$ cat config.mk
export PLATFORM = sky130hd
export DESIGN_NAME = bram_load_scheduler
export DESIGN_NICKNAME = d
export VERILOG_FILES = /design/src/rtl/bram_load_scheduler.sv
export SDC_FILE = /design/constraint.sdc
export NUM_CORES = 1
export LEC_CHECK = 0
export BUFFER_PORTS_ARGS = -buffer_cell sky130_fd_sc_hd__buf_2
export CORE_MARGIN = 2
export CORE_UTILIZATION = 42
export CTS_CLUSTER_DIAMETER = 80
export DETAILED_ROUTE_END_ITERATION = 16
export PLACE_DENSITY = 0.66
export RECOVER_POWER = 25
export SLEW_MARGIN = 5
export SYNTH_ARGS = -nofsm -noshare
export SYNTH_HDL_FRONTEND = slang
export SYNTH_SLANG_ARGS = --single-unit
$ cat constraint.sdc
create_clock -name clk -period 4.8 [get_ports clk]
set_input_delay 1.2 -clock clk [delete_from_list [all_inputs] [get_ports clk]]
set_output_delay 1.2 -clock clk [all_outputs]
set_load 0.05 [all_outputs]
$ cat src/rtl/bram_load_scheduler.sv
// Round-robin scheduler sharing one read-only parameter BRAM among burst loaders.
// Issues one address per cycle and returns tagged bytes aligned with the 2-cycle read latency.
module bram_load_scheduler #(
   parameter int N_REQ      = 4,
   parameter int W          = 8,
   parameter int ADDR_WIDTH = 18,
   parameter int LEN_WIDTH  = 18,
   parameter int OWN_WIDTH  = $clog2(N_REQ)
) (
   input  logic                        clk,
   input  logic                        rst,
   input  logic [N_REQ-1:0]            req,
   input  logic [N_REQ*ADDR_WIDTH-1:0] req_base,
   input  logic [N_REQ*LEN_WIDTH-1:0]  req_len,
   output logic [N_REQ-1:0]            grant,
   output logic [N_REQ-1:0]            done,
   output logic                        bram_en,
   output logic                        bram_ren,
   output logic [ADDR_WIDTH-1:0]       bram_addr,
   input  logic [W-1:0]                bram_dout,
   output logic                        rd_valid,
   output logic [W-1:0]                rd_data,
   output logic [LEN_WIDTH-1:0]        rd_index,
   output logic [OWN_WIDTH-1:0]        rd_owner,
   output logic                        busy
);

   typedef enum logic [1:0] {IDLE = 2'd0, ISSUE = 2'd1, DRAIN = 2'd2, FIN = 2'd3} state_t;

   state_t                 state_r, state_s;
   logic [OWN_WIDTH-1:0]   rr_ptr_r, rr_ptr_s, owner_r, owner_s, pick_idx_s;
   logic [OWN_WIDTH:0]     scan_s;
   logic                   pick_found_s;
   logic [ADDR_WIDTH-1:0]  base_r, base_s, pick_base_s, bram_addr_r, bram_addr_s;
   logic [LEN_WIDTH-1:0]   len_r, len_s, pick_len_s, issue_cnt_r, issue_cnt_s, last_idx_s;
   logic [N_REQ-1:0]       grant_r, grant_s, done_r, done_s;
   logic                   bram_en_r, bram_en_s, bram_ren_r, bram_ren_s, busy_r;
   logic                   s1_valid_r, rd_valid_r;
   logic [LEN_WIDTH-1:0]   s1_index_r, rd_index_r;
   logic [OWN_WIDTH-1:0]   s1_owner_r, rd_owner_r;
   logic [W-1:0]           rd_data_s;

   assign last_idx_s = len_r - LEN_WIDTH'(1);

   // Round-robin search: first pending requester at or above rr_ptr, wrapping
   always_comb begin
      pick_found_s = 1'b0;
      pick_idx_s   = '0;
      scan_s       = '0;
      for (int k = 0; k < N_REQ; k++) begin
         scan_s = {1'b0, rr_ptr_r} + (OWN_WIDTH+1)'(k);
         if (scan_s >= (OWN_WIDTH+1)'(N_REQ)) begin
            scan_s = scan_s - (OWN_WIDTH+1)'(N_REQ);
         end else begin
            scan_s = scan_s;
         end
         if (!pick_found_s && req[scan_s[OWN_WIDTH-1:0]]) begin
            pick_found_s = 1'b1;
            pick_idx_s   = scan_s[OWN_WIDTH-1:0];
         end else begin
            pick_found_s = pick_found_s;
         end
      end
   end

   // Select the winning requester's burst descriptor
   always_comb begin
      pick_base_s = '0;
      pick_len_s  = '0;
      for (int i = 0; i < N_REQ; i++) begin
         if (pick_idx_s == OWN_WIDTH'(i)) begin
            pick_base_s = req_base[i*ADDR_WIDTH +: ADDR_WIDTH];
            pick_len_s  = req_len[i*LEN_WIDTH +: LEN_WIDTH];
         end else begin
            pick_base_s = pick_base_s;
         end
      end
   end

   // Next-state and next-output logic; every output is registered from these values
   always_comb begin
      state_s     = state_r;
      rr_ptr_s    = rr_ptr_r;
      owner_s     = owner_r;
      base_s      = base_r;
      len_s       = len_r;
      issue_cnt_s = issue_cnt_r;
      grant_s     = grant_r;
      done_s      = '0;
      bram_en_s   = 1'b0;
      bram_ren_s  = 1'b0;
      bram_addr_s = bram_addr_r;
      case (state_r)
         IDLE: begin
            grant_s = '0;
            if (pick_found_s) begin
               owner_s             = pick_idx_s;
               base_s              = pick_base_s;
               len_s               = pick_len_s;
               issue_cnt_s         = '0;
               grant_s[pick_idx_s] = 1'b1;
               rr_ptr_s = (pick_idx_s == OWN_WIDTH'(N_REQ-1)) ? '0 : pick_idx_s + OWN_WIDTH'(1);
               if (pick_len_s != '0) begin
                  state_s     = ISSUE;
                  bram_en_s   = 1'b1;
                  bram_ren_s  = 1'b1;
                  bram_addr_s = pick_base_s;
               end else begin
                  state_s = FIN;
               end
            end else begin
               state_s = IDLE;
            end
         end
         ISSUE: begin
            bram_en_s = 1'b1;
            if (issue_cnt_r == last_idx_s) begin
               state_s = DRAIN;
            end else begin
               bram_ren_s  = 1'b1;
               issue_cnt_s = issue_cnt_r + LEN_WIDTH'(1);
               bram_addr_s = base_r + ADDR_WIDTH'(issue_cnt_s);
            end
         end
         DRAIN: begin
            if (rd_valid_r && (rd_index_r == last_idx_s)) begin
               state_s = FIN;
               done_s  = grant_r;
            end else begin
               bram_en_s = 1'b1;
            end
         end
         FIN: begin
            // A zero-length burst enters FIN straight from IDLE and pulses done one cycle later
            if (done_r != '0) begin
               state_s = IDLE;
               grant_s = '0;
            end else begin
               done_s = grant_r;
            end
         end
         default: begin
            state_s = IDLE;
            grant_s = '0;
         end
      endcase
   end

   // Control state and registered BRAM/handshake outputs
   always_ff @(posedge clk) begin
      if (rst) begin
         state_r     <= IDLE;
         rr_ptr_r    <= '0;
         owner_r     <= '0;
         base_r      <= '0;
         len_r       <= '0;
         issue_cnt_r <= '0;
         grant_r     <= '0;
         done_r      <= '0;
         bram_en_r   <= 1'b0;
         bram_ren_r  <= 1'b0;
         bram_addr_r <= '0;
         busy_r      <= 1'b0;
      end else begin
         state_r     <= state_s;
         rr_ptr_r    <= rr_ptr_s;
         owner_r     <= owner_s;
         base_r      <= base_s;
         len_r       <= len_s;
         issue_cnt_r <= issue_cnt_s;
         grant_r     <= grant_s;
         done_r      <= done_s;
         bram_en_r   <= bram_en_s;
         bram_ren_r  <= bram_ren_s;
         bram_addr_r <= bram_addr_s;
         busy_r      <= (state_s != IDLE);
      end
   end

   // Two-stage tag pipeline matching the BRAM read latency
   always_ff @(posedge clk) begin
      if (rst) begin
         s1_valid_r <= 1'b0;
         s1_index_r <= '0;
         s1_owner_r <= '0;
         rd_valid_r <= 1'b0;
         rd_index_r <= '0;
         rd_owner_r <= '0;
      end else begin
         s1_valid_r <= bram_ren_r;
         s1_index_r <= issue_cnt_r;
         s1_owner_r <= owner_r;
         rd_valid_r <= s1_valid_r;
         rd_index_r <= s1_index_r;
         rd_owner_r <= s1_owner_r;
      end
   end

   // Data comes straight from the BRAM output register, masked outside valid beats
   always_comb begin
      if (rd_valid_r) begin
         rd_data_s = bram_dout;
      end else begin
         rd_data_s = '0;
      end
   end

   assign grant     = grant_r;
   assign done      = done_r;
   assign bram_en   = bram_en_r;
   assign bram_ren  = bram_ren_r;
   assign bram_addr = bram_addr_r;
   assign rd_valid  = rd_valid_r;
   assign rd_data   = rd_data_s;
   assign rd_index  = rd_index_r;
   assign rd_owner  = rd_owner_r;
   assign busy      = busy_r;

endmodule

==> flow_metrics.py <==
metrics = {
    "status": {
        "status": "finished with violations",
        "violations": "max-capacitance violations, max-slew violations",
    },
    "power": {
        "seqPwrFrac": 0.314,
        "leakage_nw": 4.50,
        "p_int_mw": 2.62,
        "power_density_nw_per_um2": 399,
        "power_frac_clock": 0.328,
        "ir_drop_mv": 0.293,
        "p_sw_mw": 1.51,
        "p_sw_frac": 0.366,
        "combinationalPowerShare": 0.357,
    },
    "critical_path": {
        "startpoint_type": "input port",
        "critPathRequiredTime_ns": 5.11,
        "r2r_setup_slack_ns": 0.90,
        "cp_top_family": "compound AO/OA/AOI/OAI gates",
        "r2r_cells": 9,
        "worst_setup_path_end_kind": "flip-flop",
        "cp_max_fo": 29,
        "timing.rr.end": "bram_addr[16]",
        "cp_slowest_cell": "a2111oi_0",
        "rr_startpoint": "len_r[4]",
        "crit_type": "input port to flip-flop",
        "cp_cell_sequence": "buf_2, inv_1, nor2_1, a21oi_1, o22ai_1, a21oi_1, ha_2, o21ai_0, a2111oi_0, nand3_1, o31ai_1, buf_4, and2_1, nor2_1, a311oi_1",
        "cp.arrival_ns": 4.69,
        "critPathMaxStageDelay_ns": 0.59,
        "critPathBufInv": 3,
    },
    "clock_network": {
        "cts_buffers": 17,
        "cts_root_buf": "clkbuf_16",
        "cts_resized": 0,
        "clockBufferDepth": 2,
        "clock_sinks": 131,
        "clk_pin_slew_ns": 0.06,
        "clk_latency_ns": 0.42,
        "cts_tree": "built",
        "hold_buffers": 0,
        "postCtsSetupBuffers": 0,
        "htree_levels": 4,
    },
    "detailed_routing": {
        "vias": 8780,
        "drtIter0Drc": 672,
        "drt_wl_total_um": 26600,
        "antenna_left": 0,
        "first_pass_iters": 5,
        "wl_per_cell_um": 17.0,
        "via_per_inst": 5.62,
        "drc": 0,
    },
    "logic_synthesis": {
        "yosys.area_share.simple": 0.263,
        "ys_types": 73,
        "synth_xor_area_frac": 0.0800,
        "synthAdderAreaFrac": 0.0425,
        "synth_compound_gate_area_share": 0.238,
        "synth_seq_cells": 131,
        "postSynthCellCount": 1100,
        "ys_async_sr_fraction": 0,
        "synth.avg_cell_area_um2": 7.65,
        "netlist_area_um2": 8420,
        "synth_edf_count": 0,
        "synth_ff_type": "dfxtp_1",
        "syn-num-nets": 1286,
        "synth_mux_area_frac": 0.00624,
        "synth_top_family_by_area": "simple AND/OR/NAND/NOR gates",
        "yosys_warnings": 0,
        "synth_seq_area_share": 0.312,
    },
    "layout": {
        "nNetsFinal": 1471,
        "diodes": 0,
        "layout_commonest_cell": "buf_2",
        "final_area_um2": 10400,
        "nFillCells": 1912,
        "syn2layout_area_growth_pct": 23.1,
        "multiInputGateArea_um2": 5320,
        "final_cell_mix": "buf_2, dfxtp_1, nand2_1, a21oi_1, nor2_1",
        "ff_latch_area_um2": 2620,
        "layout-drive-gt1-share": 0.222,
        "final_core_util": 0.529,
    },
    "hold_path": {
        "hold_class": "flip-flop to flip-flop",
        "min_path_cells": 1,
        "worstHoldStart": "s1_index_r[12]",
        "holdPathEnd": "rd_index[12]",
    },
    "global_route": {
        "grt_usage": 0.246,
        "antenna_found_initial": 0,
        "grt_pass1_vias": 8174,
        "grt_pass1_wl_um": 42100,
        "overflow": 0,
        "grt_max_degree": 48,
    },
    "job": {
        "cap_violations": 1,
    },
    "timing": {
        "fin_crit_sh": 0.912,
        "setup_tns_ns": 0,
        "period_needed_ns": 4.38,
        "max_slew_margin": -0.512,
        "slew_viol_final": 48,
        "clock_skew_ns": 0.00841,
        "tightest_slew_ns": 2.27,
        "setup_violations": 0,
        "max_freq_mhz": 228,
        "hold_viol": 0,
        "rsz0062_at_grt": "false",
    },
    "placed_design": {
        "io_buffers": 215,
        "routabilityCongestion": 0.931,
        "place_area_um2": 9760,
        "dp_hpwl_um": 20200,
    },
    "die": {
        "rows": 51,
        "initial_core_util": 0.430,
        "die_w_um": 146,
        "fp.dieH_um": 146,
        "core-area_um2": 19600,
        "die_area_um2": 21200,
        "io_pins": 216,
    },
}
-- routing by layer --
metal / up-vias / global-route usage / wire [um]
met5: - / 0 / 0
met4: 0 / 0.101 / 915
met3: 59 / 0.0502 / 1670
met2: 302 / 0.397 / 12300
met1: 4087 / 0.323 / 11800
li1: 4332 / - / -
-- through the flow --
stage | power [mW] | hold slack (ns) | setup WS (ns) | instances
floorplan | 2.36 | 0.414 | 0.576 | 1100
global placement | 2.77 | 0.414 | 0.269 | 1531
detailed placement | 2.78 | 0.424 | 0.107 | 1531
CTS | 4.15 | 0.438 | 0.511 | 1563
global route | 4.36 | 0.444 | 0.168 | 1563
finish | 4.13 | 0.435 | 0.423 | 1563
-- final cells by class --
type                    count  share of cell area
well taps                 265              0.0320
clock inverters            11              0.0146
repair buffers            245               0.124
clock buffers              21              0.0454
multi-input cells         842               0.513
flip-flops and latches    131               0.253
inverters                  48              0.0174
-- flip-flops by register name, summed over array words and instances (netlist names) --
| register | flops |
|---|---|
| base_r | 18 |
| bram_addr | 18 |
| bram_en | 1 |
| bram_ren | 1 |
| busy | 1 |
| done | 4 |
| grant | 4 |
| issue_cnt_r | 18 |
| len_r | 18 |
| owner_r | 2 |
| rd_index | 18 |
| rd_owner | 2 |
| rd_valid | 1 |
| rr_ptr_r | 2 |
| s1_index_r | 18 |
| s1_owner_r | 2 |
| s1_valid_r | 1 |
| state_r | 2 |
-- power by group through the flow --
stage               clock network [mW]  logic (mW)  registers (mW)
CTS                               1.37        1.48            1.30
finish                            1.36        1.48            1.30
global placement                     0        1.46            1.32
detailed placement                   0        1.47            1.32
floorplan                            0       0.980            1.38
global route                      1.42        1.62            1.31
-- how the worst max path moves through the flow --
stage / from / endpoint / depth (start not counted) / slack, ns
after floorplan: req[0] / bram_addr[0] / 18 / 0.58
after global placement: req[0] / bram_addr[7] / 16 / 0.27
after detailed placement: req[0] / bram_addr[13] / 15 / 0.11
after CTS: req[0] / bram_addr[13] / 15 / 0.51
after global routing: req[0] / bram_addr[8] / 15 / 0.17
final: req[0] / bram_addr[7] / 15 / 0.42
-- Yosys cell counts, drive strengths merged (8+ instances only) --
| library cell | n | area [um2] |
|---|---|---|
| nand4 | 18 | 113 |
| ha | 27 | 338 |
| buf | 15 | 66.3 |
| nand3b | 30 | 225 |
| xnor2 | 50 | 438 |
| and2 | 16 | 100 |
| clkbuf | 64 | 240 |
| nand3 | 24 | 120 |
| nor2b | 52 | 325 |
| o21ai | 52 | 260 |
| a311oi | 8 | 70.1 |
| inv | 48 | 180 |
| xor2 | 19 | 166 |
| a21oi | 109 | 546 |
| nor3 | 33 | 165 |
| o22ai | 11 | 68.8 |
| o211ai | 12 | 90.1 |
| a222oi | 9 | 90.1 |
| a211oi | 28 | 210 |
| a31oi | 9 | 56.3 |
| nand2b | 9 | 56.3 |
| nor4 | 20 | 155 |
| nor2 | 84 | 315 |
| nand2 | 112 | 420 |
| dfxtp | 131 | 2620 |
| and3 | 8 | 50.1 |
-- kinds of logic (layout without fill, tap and decap cells) --
family,Yosys count,in the layout
muxes,5,5
adders and majority gates,28,28
buffers and inverters,127,325
DFF,131,131
xor gates and xnor gates,72,72
and+or+nand+nor,428,428
AOI/OAI and AO/OA,309,309
No activity file was read; power rests on OpenSTA's default activity.
